**src/rtl/mon_pkg.sv**
```systemverilog
// Shared constants and FSM state type for the monitor register readback path.
package mon_pkg;

  localparam int REG_WIDTH = 32;
  localparam int ADDR_W    = 8;
  localparam int BITCNT_W  = 5;

  typedef enum logic [1:0] {IDLE, LATCH, SHIFT, DONE} state_t;

endpackage

```
**src/rtl/mon_deser32.sv**
```systemverilog
// MSB-first serial-to-parallel capture with a 5-bit bit counter.
module mon_deser32
  import mon_pkg::*;
(
  input  logic                 bclk,
  input  logic                 rstb,
  input  logic                 clear,
  input  logic                 shift,
  input  logic                 serialBit,
  output logic [REG_WIDTH-1:0] word,
  output logic                 lastBit
);

  logic [REG_WIDTH-2:0] capture;
  logic [BITCNT_W-1:0]  bitCnt;

  // The oldest bit would fall out on the final edge, so only 31 bits are stored
  // and word already includes the bit arriving on the current edge.
  always_ff @(posedge bclk or negedge rstb) begin
    if (!rstb) begin
      capture <= '0;
      bitCnt  <= '0;
    end else if (clear) begin
      capture <= '0;
      bitCnt  <= '0;
    end else if (shift) begin
      capture <= {capture[REG_WIDTH-3:0], serialBit};
      bitCnt  <= bitCnt + BITCNT_W'(1);
    end
  end

  assign word    = {capture, serialBit};
  assign lastBit = (bitCnt == BITCNT_W'(REG_WIDTH - 1));

endmodule

```
**src/rtl/mon_readout.sv**
```systemverilog
// Readback master: latches a bank register, shifts it out over 32 cycles, and hands the word to the host.
module mon_readout #(
  parameter int REG_WIDTH = 32,
  parameter int ADDR_W    = 8
) (
  input  logic                 bclk,
  input  logic                 rstb,
  input  logic                 rdReq,
  input  logic [ADDR_W-1:0]    rdAddr,
  output logic                 rdBusy,
  output logic                 rdValid,
  output logic [REG_WIDTH-1:0] rdData,
  output logic                 rdErr,
  input  logic                 rdAck,
  output logic [ADDR_W-1:0]    addrOut,
  output logic                 latchOut,
  output logic                 shiftEn,
  input  logic                 shiftIn,
  input  logic                 serIn
);

  import mon_pkg::*;

  state_t               state;
  state_t               nextState;
  logic [REG_WIDTH-1:0] word;
  logic                 lastBit;

  mon_deser32 deser (
    .bclk      (bclk),
    .rstb      (rstb),
    .clear     (state == LATCH),
    .shift     (state == SHIFT),
    .serialBit (shiftIn),
    .word      (word),
    .lastBit   (lastBit)
  );

  always_ff @(posedge bclk or negedge rstb) begin
    if (!rstb) state <= IDLE;
    else       state <= nextState;
  end

  always_comb begin
    nextState = state;
    case (state)
      IDLE:    if (rdReq) nextState = LATCH;
      LATCH:   nextState = SHIFT;
      SHIFT:   if (lastBit) nextState = DONE;
      DONE:    if (rdAck) nextState = IDLE;
      default: nextState = IDLE;
    endcase
  end

  // Strobes are decoded from the next state so every output comes straight off a flop.
  always_ff @(posedge bclk or negedge rstb) begin
    if (!rstb) begin
      latchOut <= 1'b0;
      shiftEn  <= 1'b0;
      rdBusy   <= 1'b0;
      rdValid  <= 1'b0;
      rdErr    <= 1'b0;
      rdData   <= '0;
      addrOut  <= '0;
    end else begin
      latchOut <= (nextState == LATCH);
      shiftEn  <= (nextState == SHIFT);
      rdBusy   <= (nextState != IDLE);
      rdValid  <= (nextState == DONE);
      if (state == IDLE && rdReq) addrOut <= rdAddr;
      if (state == LATCH) rdErr <= serIn;
      if (state == SHIFT && lastBit) rdData <= word;
    end
  end

endmodule

```
**config.mk**
```make
export PLATFORM = sky130hd
export DESIGN_NAME = mon_readout
export DESIGN_NICKNAME = d
export VERILOG_FILES = /design/src/rtl/mon_pkg.sv /design/src/rtl/mon_deser32.sv /design/src/rtl/mon_readout.sv
export SDC_FILE = /design/constraint.sdc
export NUM_CORES = 1
export LEC_CHECK = 0
export ABC_AREA = 1
export BUFFER_PORTS_ARGS = -buffer_cell sky130_fd_sc_hd__buf_2
export CAP_MARGIN = 30
export CORE_MARGIN = 4
export CORE_UTILIZATION = 40
export CTS_BUF_LIST = sky130_fd_sc_hd__clkbuf_4 sky130_fd_sc_hd__clkbuf_8
export DETAILED_ROUTE_END_ITERATION = 12
export PLACE_DENSITY = 0.68
export SYNTH_ARGS = -nofsm -noshare
export SYNTH_HDL_FRONTEND = slang
export SYNTH_SLANG_ARGS = --single-unit
```
**constraint.sdc**
```tcl
create_clock -name bclk -period 4.2 [get_ports bclk]
set_input_delay 0.21 -clock bclk [delete_from_list [all_inputs] [get_ports bclk]]
set_output_delay 0.21 -clock bclk [all_outputs]
set_load 0.03 [all_outputs]
```
; ---- After elaboration in Yosys (flattened, before gate mapping)
; Index checks and enable logic that the tools add are counted.
[word_totals]
ff_bits = 83
in_bits = 14
output_inout_bits = 45
wordCells = 31
[op_classes]
add_sub_neg = 1
eq_ne = 7
n_mux = 8
reduce_logical = 5
[op_table]
columns = operator, count
row1 = 31-bit two-way mux, 2
row2 = 5-bit two-way mux, 2
row3 = "2-bit equality test, second input constant", 4
row4 = 2-bit case mux with 4 select lines, 1
row5 = 2-bit two-way mux, 3
row6 = "5-bit by 1-bit adder with 5-bit output, second input constant", 1
row7 = "5-bit equality test, second input constant", 1
row8 = "2-bit by 1-bit equality test with 1-bit output, second input constant", 2
row9 = 2-bit nonzero test, 2
row10 = 1-bit logical AND, 2
row11 = 2-bit zero test, 1

; ---- Depth between registers and ports, before layout
; Gate-level depths: netlist of the first run.
[logic_depth]
word_depth = 4
depth_mapped = 11
mapped_depth_nobuf = 11

; ---- Cells and area by module
; A second synthesis of the first run with hierarchy kept.
[hier_totals]
cells_unflattened = 349
area_unflattened_um2 = 3291.9
[modules_own_cells]
columns = module, n_inst, cells_each, area_each_um2, seq_area_each_um2
row1 = mon_readout, 1, 198, 1850.5, 1176.1
row2 = mon_deser32, 1, 151, 1441.4, 900.9

; ---- Worst setup path after synthesis of the first run
; OpenSTA, ideal clock, no wires.
[synth_timing]
path_type = reg-to-reg
start = register deser.bitCnt[0]
end = register rdData[10]
setup_ns = 0.083
arrival_ns = 1.488
required_time_ns = 4.117
setup_slack_ns = 2.629
stages_incl_launch_ff = 10
n_path_buf = 2
period_less_slack_ns = 1.571
cell_sequence = dfrtp_1 ha_1 inv_1 nor3_1 ha_1 nand2_1 buf_2 clkbuf_1 nand2_1 o21ai_0
[synth_via]
elab_chain_cells = 2
[synth_lines]
columns = item, line_no
row1 = start: declaration, mon_deser32.sv:15  ; logic [BITCNT_W-1:0] bitCnt;
row2 = start signal: assignment, mon_deser32.sv:28  ; bitCnt <= bitCnt + BITCNT_W'(1);
row3 = 5-bit equality test, mon_deser32.sv:33  ; assign lastBit = (bitCnt == BITCNT_W'(REG_WIDTH - 1));
row4 = 1-bit logical AND, mon_readout.sv:72  ; if (state == SHIFT && lastBit) rdData <= word;
row5 = end signal: assignment, mon_readout.sv:72
row6 = end: declaration, mon_readout.sv:12  ; output logic [REG_WIDTH-1:0] rdData,
; No other way between the ends.
; A chain may end at the register's enable or synchronous reset.

; ---- Worst setup path after layout of the first run
[layout_timing]
start = register state[1]
end = register deser.bitCnt[1]
[layout_via]
elab_chain_cells = 2
elab_cells_between_ends = 4
classes_between = 2 x eq/ne / 1 x mux / 1 x reduce/logical
[layout_lines]
columns = item, line_no
row1 = start: declaration, mon_readout.sv:24  ; state_t state;
row2 = start signal: assignment, mon_readout.sv:41  ; else state <= nextState;
row3 = 2-bit by 1-bit equality test with 1-bit output or 2-bit equality test (tied branches), "mon_readout.sv:32, mon_readout.sv:33"
row4 = 5-bit two-way mux or 2-bit nonzero test (tied branches), n/a
; Parallel ways exist; a longest one is shown, timed or not.

==> reports/results.txt, run 1 <==
outcome = completed
Comb pwr share = 0.403
NetSw = 1120 µW
Least-Margin Pin Slew = 0.941 ns
CP max FO = 36
die height = 99.7 µm
Synth warnings = 0
Starting Density = 0.409
Worst Hold Path Cells = 2
initial DRC count = 73
top cells by count, synth = dfrtp_1 (83), nand2_1 (51), inv_1 (46)
Final setup violation count = 0
Async S/R FF share, synth = 1.00
Slew headroom = 0.370
cell taking the most area after synthesis = dfrtp_1
TritonCTS clock tree = yes
# diodes = 0
WL final = 5980 µm
reg2reg end = deser.bitCnt[1]
Worst Setup SP = state[1]
mean routed wirelength per cell = 13.0 µm
Top FF cell, synth = dfrtp_1
initial antenna violation count = 0
post-synthesis sequential area ratio = 0.617
#FFs+latches synth = 83
largest vdd supply drop = 0.277 mV
hold crit path type = in -> reg
Distinct cells, synth = 19
post-route antenna net violation count = 0
Routability Congestion = 0.787
WS Path Type = reg -> reg
grt ovf = 0
cell area power density = 729 nW/µm²
Final Hold Fails = 0
port bufs = 58
Remaining DRCs = 0
top post-synthesis cells by area = dfrtp_1 (62%), o22ai_2 (11%), nand2_1 (5.7%), inv_1 (5.1%), o21ai_0 (5.1%)
Syn Area/Cell = 11.4 µm²
Final Critical Period = 2.37 ns
Total GRT Usage = 0.131
Clock Path Buffers = 2
Max Transition Viols Final = 0
first-pass GRT wire length = 10300 µm
largest net degree at the start of global routing = 66
Lkg Pwr = 0.00192 µW
Setup crit end kind = flip-flop
IO Pins = 59
Rows = 33
most frequent cell after synthesis = dfrtp_1
hpwl dp = 3960 µm
Avg Vias per Cell = 4.61
syn nets = 315
Clk pwr share = 0.209
R2R cell count = 6
maxcap violations = 0
Num CTS Buffers = 9
final design utilization = 0.480
Max Clk Rate = 421 MHz
number of cells produced by synthesis = 294
Clock Tree Root = clkbuf_8
Setup TNS = 0 ns
die width = 99.7 µm
nets@finish = 372
vias in the first global route = 2174
Area Overhead vs Synth = 17.3%
Core Footprint = 8220 µm²
htree depth = 3
area of the mapped netlist = 3360 µm²
Worst Path Arrival = 2.63 ns
RSZ-0062 raised after global routing = no
area fraction of the dominant cell type after synthesis = 0.617
Switching Share = 0.390
number of clock sinks = 83
Worst setup endpoint = deser.bitCnt[1]
Clock Skew = 0.0105 ns
Skew-Pair Late Insertion Delay = 0.34 ns
Critical Path RT = 4.45 ns
share of cells above drive strength 1 = 0.331
P_int = 1760 µW
Die Area = 9940 µm²
clock slew at reported path FFs = 0.08 ns
final period utilization = 0.565
number of synthesized flops with an enable pin = 0
nature of the critical path startpoint = flip-flop
Reg-to-Reg Start = state[1]
First-pass DRT Iterations = 4
via count = 2114
# Post-CTS Setup Buffers = 0
Flop pwr share = 0.388
r2r setup slk = 1.83 ns
==> final cells by class <==
| type | count | area, µm² |
|---|---|---|
| tap | 105 | 131 |
| sequential | 83 | 2080 |
| multi-input combinational | 149 | 1020 |
| clock buffer | 11 | 139 |
| fill | 755 | 4270 |
| timing repair buffer | 61 | 338 |
| inverter | 47 | 176 |
| clock inverter | 3 | 65.1 |
==> critical path: stages, from the launching register on <==
cell	delay [ns]
dfrtp_1	0.39
inv_1	0.11
ha_2	0.33
buf_4	0.45
inv_2	0.10
or2_2	0.64
o21ai_0	0.28
==> state kept, by name, indices dropped and copies added (netlist names) <==
name / flops
shiftEn: 1
state: 2
addrOut: 8
deser.bitCnt: 5
rdData: 32
latchOut: 1
rdBusy: 1
deser.capture: 31
rdErr: 1
rdValid: 1
==> cell usage in the layout, fill, tap and decap left out <==
master	instances
ha_2	1
dfrtp_1	83
mux2_2	9
clkbuf_4	2
buf_2	57
ha_1	6
bufinv_16	2
buf_16	1
o22ai_1	1
buf_4	2
dlygate4sd3_1	1
inv_1	46
a21oi_1	2
clkinv_2	1
nand2_1	50
clkbuf_8	9
o22ai_2	30
or2_2	1
o21ai_0	34
nor3_1	5
mux2i_1	1
nand2_2	1
nand3_1	1
inv_2	1
nor2_1	7
==> cell families after synthesis <==
group,count (synthesis),synth area share
AND/OR/NAND/NOR,65,0.0755
AO/OA/AOI/OAI,67,0.167
adder cells (fa/ha/maj),7,0.0260
multiplexers,10,0.0331
flip-flops,83,0.617
buffers and inverters,62,0.0811
==> routing by layer <==
metal  track usage  up-vias  routed length, µm
li1              -     1057                  -
met3        0.0379        7                258
met5             0        -                  0
met4        0.0693        0                111
met2         0.208       31               2830
met1         0.162     1019               2780
==> worst min-delay path by stage <==
stage / start / endpoint / slack (ns)
after global placement: rdAddr[1] / addrOut[1] / 0.44
after floorplan: rstb / addrOut[0] / -0.09
after global routing: serIn / rdErr / 0.09
after detailed placement: rstb / shiftEn / 0.17
final: serIn / rdErr / 0.09
after CTS: serIn / rdErr / 0.07
==> what timing repair did <==
action | in CTS | in global routing
hold buffers | 1 | 0
resized for setup | 0 | 0
hold endpoints to repair | 28 | 0
==> power groups by stage <==
| stage | Clock [µW] | Sequential [µW] | Combinational [µW] |
|---|---|---|---|
| 3_3_place_gp | 0 | 1120 | 1130 |
| 5_1_grt | 657 | 1150 | 1270 |
| 2_1_floorplan | 0 | 1280 | 830 |
| 3_5_place_dp | 0 | 1130 | 1160 |
| 6_report | 602 | 1120 | 1160 |
| 4_1_cts | 623 | 1120 | 1170 |
==> stage by stage <==
stage	hold slack [ns]	instance area [µm²]	power, µW	setup slack (ns)	instances
CTS	0.0746	3950	2910	1.81	459
global route	0.0866	3950	3070	1.56	459
finish	0.0930	3950	2880	1.83	459
global placement	0.444	3700	2250	1.91	443
floorplan	-0.0856	3360	2110	2.63	294
detailed placement	0.166	3730	2290	1.84	444
Note: power is estimated with default switching activity, not from simulation.
==> run 2: changes to the inputs <==
--- a/config.mk
+++ b/config.mk
@@ -12,7 +12,7 @@
 export CORE_UTILIZATION = 40
 export CTS_BUF_LIST = sky130_fd_sc_hd__clkbuf_4 sky130_fd_sc_hd__clkbuf_8
 export DETAILED_ROUTE_END_ITERATION = 12
-export PLACE_DENSITY = 0.68
+export PLACE_DENSITY = 0.71
 export SYNTH_ARGS = -nofsm -noshare
 export SYNTH_HDL_FRONTEND = slang
 export SYNTH_SLANG_ARGS = --single-unit
==> constraint.sdc (replaced) <==
create_clock -name bclk -period 2 [get_ports bclk]
set_input_delay 0.1 -clock bclk [delete_from_list [all_inputs] [get_ports bclk]]
set_output_delay 0.1 -clock bclk [all_outputs]
set_load 0.03 [all_outputs]
==> reports/results.txt, run 2 (synthesis results as in run 1) <==
WL final = 6330 µm
Worst Path Arrival = 2.09 ns
Lkg Pwr = 0.00197 µW
via count = 2242
Clock Tree Root = clkbuf_8
final period utilization = 0.912
First-pass DRT Iterations = 6
hold crit path type = in -> reg
Least-Margin Pin Slew = 0.633 ns
initial antenna violation count = 0
max incr delay on CP = 0.43 ns
family with the most delay on the worst path = buffers and inverters
Starting Density = 0.409
biggest regs = rdData: 32 flops, deser.capture: 31 flops, addrOut: 8 flops
mean routed wirelength per cell = 13.3 µm
Largest Register = rdData
Skew-Pair Late Insertion Delay = 0.34 ns
CP max FO = 35
cell area power density = 1490 nW/µm²
worst-path cell chain = inv_1, ha_2, buf_4, nand2_1, nor2_1, nor2_1, nor3_1
die height = 99.7 µm
max reg flops = 32
outcome = completed
Remaining DRCs = 0
first-pass GRT wire length = 10900 µm
# hold bufs at CTS = 10
# resized after CTS = 0
Core Footprint = 8220 µm²
most frequent cells in the layout = dfrtp_1 (83), buf_2 (57), nand2_1 (50)
maxcap violations = 0
Final Hold Fails = 0
vias in the first global route = 2291
# Post-CTS Setup Buffers = 0
R2R cell count = 7
Area Overhead vs Synth = 20.5%
largest net degree at the start of global routing = 52
Slew headroom = 0.578
Final setup violation count = 0
Rows = 33
Max Clk Rate = 548 MHz
nets@finish = 386
Num CTS Buffers = 9
share of cells above drive strength 1 = 0.335
die width = 99.7 µm
Worst path depth = 7
TritonCTS clock tree = yes
Max Transition Viols Final = 0
WS Path Type = reg -> reg
Worst Hold Path Cells = 3
Final Critical Period = 1.82 ns
slowest CP cell = buf_4
IO Pins = 59
cell mode on critical path = nor2_1
largest vdd supply drop = 0.794 mV
Die Area = 9940 µm²
commonest non-fill, non-tap cell in the layout = dfrtp_1
Total GRT Usage = 0.138
Clock Path Buffers = 2
Buf+Inv Stages, Crit Path = 2
Critical Path RT = 2.26 ns
Setup TNS = 0 ns
grt ovf = 0
Avg Vias per Cell = 4.72
r2r setup slk = 0.18 ns
Setup crit end kind = flip-flop
Clock Skew = 0.00718 ns
number of clock sinks = 83
hpwl dp = 4270 µm
post-route antenna net violation count = 0
nature of the critical path startpoint = flip-flop
initial DRC count = 69
port bufs = 58
clock slew at reported path FFs = 0.08 ns
Routability Congestion = 0.825
# diodes = 0
total design power = 6050 µW
RSZ-0062 raised after global routing = no
htree depth = 3
==> run 2: changes by cell type in the layout (fill, tap and decap cells not counted), sizes merged <==
cell	before	now
dlygate4sd3	1	10
buf	60	65
clkinvlp	0	2
bufinv	2	1
clkbuf	11	12
==> run 2: layer usage <==
layer / up-vias / GRT usage / part of all wire
met1: 1102 / 0.173 / 0.42
met5: - / 0 / 0
met2: 40 / 0.220 / 0.50
li1: 1087 / - / -
met3: 13 / 0.0323 / 0.047
met4: 0 / 0.0756 / 0.028
==> run 2: power by group <==
group / internal, µW / switching, µW / total [µW]
clock: 638 / 577 / 1210
combinational: 848 / 1640 / 2480
sequential: 2170 / 180 / 2350
==> run 2: per-stage QoR <==
step / setup WS, ns / cells / cell area (µm²) / utilization / hold WS [ns]
after detailed placement: 0.189 / 449 / 3750 / 0.456 / 0.171
after floorplan: 0.429 / 294 / 3360 / - / -0.196
after global placement: 0.243 / 449 / 3750 / 0.456 / 0.164
after CTS: 0.170 / 475 / 4050 / 0.493 / 0.0487
final: 0.175 / 475 / 4050 / 0.493 / 0.0590
after global routing: 0.0557 / 475 / 4050 / 0.493 / 0.0635
==> run 2: cell type report <==
| type | count | area [µm²] |
|---|---|---|
| fill | 765 | 4160 |
| sequential | 83 | 2080 |
| multi-input combinational | 149 | 1020 |
| timing repair buffer | 75 | 445 |
| inverter | 47 | 176 |
| clock buffer | 12 | 153 |
| tap | 105 | 131 |
| clock inverter | 4 | 50.0 |
==> run 2: path summary, 6_finish.rpt <==
path	endpoint	start
max in group asynchronous	deser.capture[2]	rstb
min reg2reg	rdData[11]	rdData[11]
max reg2reg	deser.bitCnt[3]	state[1]
min in group asynchronous	addrOut[3]	rstb
min	deser.capture[0]	shiftIn
max	deser.bitCnt[3]	state[1]
==> run 2: tightest hold or removal path: stages <==
cell and delay (ns):
buf_2 0.08, inv_1 0.07, o22ai_2 0.11
==> run 3: changes to the inputs <==
--- a/config.mk
+++ b/config.mk
@@ -5,14 +5,16 @@
 export SDC_FILE = /design/constraint.sdc
 export NUM_CORES = 1
 export LEC_CHECK = 0
-export ABC_AREA = 1
+export ABC_AREA = 0
 export BUFFER_PORTS_ARGS = -buffer_cell sky130_fd_sc_hd__buf_2
 export CAP_MARGIN = 30
+export CELL_PAD_IN_SITES_DETAIL_PLACEMENT = 1
+export CELL_PAD_IN_SITES_GLOBAL_PLACEMENT = 1
 export CORE_MARGIN = 4
 export CORE_UTILIZATION = 40
 export CTS_BUF_LIST = sky130_fd_sc_hd__clkbuf_4 sky130_fd_sc_hd__clkbuf_8
 export DETAILED_ROUTE_END_ITERATION = 12
-export PLACE_DENSITY = 0.71
+export PLACE_DENSITY = 0.85
 export SYNTH_ARGS = -nofsm -noshare
 export SYNTH_HDL_FRONTEND = slang
 export SYNTH_SLANG_ARGS = --single-unit
==> reports/results.txt, run 3 <==
R2R cell count = 7
commonest non-fill, non-tap cell in the layout = dfrtp_1
most frequent cells in the layout = dfrtp_1 (83), o21ai_0 (66), buf_2 (57)
area of the mapped netlist = 3410 µm²
post-synthesis sequential area ratio = 0.609
setup slack after layout = 0.248 ns
post-route antenna net violation count = 0
Switching Share = 0.379
largest net degree at the start of global routing = 45
Final setup violation count = 0
Setup TNS = 0 ns
#FFs+latches synth = 83
maxcap violations = 0
via count = 2453
Top FF cell, synth = dfrtp_1
number of synthesized flops with an enable pin = 0
die height = 100 µm
grt ovf = 0
first-pass GRT wire length = 12500 µm
Worst Hold Path Cells = 2
Clk pwr share = 0.225
largest vdd supply drop = 0.481 mV
Area Overhead vs Synth = 22.0%
XOR/XNOR share of the synthesized area = 0
IO Pins = 59
RSZ-0062 raised after global routing = no
WL final = 7370 µm
Synth Area in Compound Gates = 0.122
max reg flops = 32
CP max FO = 27
hold crit path type = in -> reg
Skew-Pair Late Insertion Delay = 0.35 ns
Reg area = 2080 µm²
most frequent cell after synthesis = dfrtp_1
Clock Skew = 0.00930 ns
Flop pwr share = 0.409
Die Area = 10100 µm²
number of cells produced by synthesis = 317
outcome = completed
Async S/R FF share, synth = 1.00
worst slack, placed = 0.240 ns
top post-synthesis cells by area = dfrtp_1 (61%), o21ai_0 (9.7%), nand3b_1 (7.3%), inv_1 (4.2%), mux2_2 (4.0%)
clock slew at reported path FFs = 0.08 ns
TritonCTS clock tree = yes
Distinct cells, synth = 28
nets@finish = 407
Least-Margin Pin Slew = 0.570 ns
Routability Congestion = 0.719
Final Hold Fails = 0
DP Cell Count = 470
Clock Path Buffers = 2
Synth warnings = 0
initial DRC count = 80
Worst Path Arrival = 2.01 ns
Clock Tree Root = clkbuf_8
Total GRT Usage = 0.154
Num CTS Buffers = 9
Slew headroom = 0.620
fill cell count = 938
Final Critical Period = 1.75 ns
Avg Vias per Cell = 4.95
Post-Synth Adder-Cell Area = 0.0257
WS Path Type = reg -> reg
Syn Area/Cell = 10.8 µm²
Critical Path RT = 2.25 ns
die width = 100 µm
port bufs = 58
largest family of logic cells by synthesized area = simple AND/OR/NAND/NOR gates
cell area power density = 1440 nW/µm²
Largest Register = rdData
vias in the first global route = 2710
syn nets = 338
Starting Density = 0.413
Comb pwr share = 0.365
Max Clk Rate = 571 MHz
number of clock sinks = 83
biggest regs = rdData: 32 flops, deser.capture: 31 flops, addrOut: 8 flops
# diodes = 0
Lkg Pwr = 0.00196 µW
Synth Area in Simple Gates = 0.135
Remaining DRCs = 0
htree depth = 3
hpwl dp = 4980 µm
cell taking the most area after synthesis = dfrtp_1
NetSw = 2270 µW
Rows = 33
share of cells above drive strength 1 = 0.263
final period utilization = 0.876
P_int = 3710 µW
Setup crit end kind = flip-flop
Core Footprint = 8260 µm²
First-pass DRT Iterations = 4
area fraction of the dominant cell type after synthesis = 0.609
total design power = 5980 µW
top cells by count, synth = dfrtp_1 (83), o21ai_0 (66), inv_1 (38)
nature of the critical path startpoint = flip-flop
Post-Layout Cell Count = 496
initial antenna violation count = 0
post-synthesis mux area share = 0.0425
mean routed wirelength per cell = 14.9 µm
Max Transition Viols Final = 0
footprint of the multi-input gates = 1110 µm²
[run 3: cell types whose count changed after synthesis, sizes merged, moves of 4 or more]
cell	previous run	this run
nand3b	0	33
o21ai	34	66
o22ai	31	2
nand2	51	35
inv	47	38
clkbuf	5	13
buf	10	6
[run 3: metrics by stage]
step | area, µm² | hold WS (ns) | util
6_report | 4170 | 0.0191 | 0.504
5_1_grt | 4170 | 0.0260 | 0.504
4_1_cts | 4160 | 0.00446 | 0.504
3_5_place_dp | 3840 | 0.134 | 0.465
3_3_place_gp | 3840 | 0.131 | 0.465
2_1_floorplan | 3410 | -0.196 | -
[run 3: final timing paths]
| path | endpoint | from | slack (ns) |
|---|---|---|---|
| min in group asynchronous | addrOut[5] | rstb | 0.29 |
| hold reg to reg | rdData[10] | rdData[10] | 0.48 |
| setup / recovery | rdData[27] | deser.bitCnt[0] | 0.25 |
| max in group asynchronous | rdData[28] | rstb | 1.10 |
| hold / removal | rdData[0] | shiftIn | 0.02 |
| setup reg to reg | rdData[27] | deser.bitCnt[0] | 0.25 |
[run 3: cells by family after synthesis]
family / count (synthesis)
AOI/OAI and AO/OA: 76
buffers and inverters: 57
and+or+nand+nor: 81
DFF: 83
muxes: 13
adders and majority gates: 7
[run 3: worst max-delay path, cell delays in order, from the launching register on]
cell	delay, ns
dfrtp_1	0.42
ha_1	0.24
and3_1	0.19
ha_1	0.20
nand2_2	0.15
buf_4	0.29
nand2_1	0.09
o21ai_0	0.09
[run 3: power by group through the flow]
stage	combinational, µW	clock [µW]	sequential, µW
after floorplan	1270	0	2750
after global placement	2070	0	2450
after detailed placement	2170	0	2490
after CTS	2210	1390	2460
after global routing	2430	1460	2530
final	2190	1350	2450
[run 3: repair_timing]
item | in CTS | in global routing
setup endpoints to repair | 0 | 2
hold buffers | 10 | 0
hold endpoints to repair | 52 | 0
gates resized for setup | 0 | 1
setup buffers | 0 | 0
[run 3: per-layer routing]
layer | global-route usage | part of all wire | up-vias
met4 | 0.0560 | 0.011 | 0
met5 | 0 | 0 | -
met2 | 0.264 | 0.48 | 56
met1 | 0.191 | 0.46 | 1208
li1 | - | - | 1181
met3 | 0.0327 | 0.049 | 8
[run 3: area by class of cell]
| class | instances | area share |
|---|---|---|
| clock buffers | 10 | 0.0330 |
| inverters | 38 | 0.0342 |
| clock inverters | 6 | 0.0213 |
| flip-flops and latches | 83 | 0.499 |
| multi-input cells | 177 | 0.268 |
| well taps | 105 | 0.0315 |
| repair buffers | 77 | 0.114 |
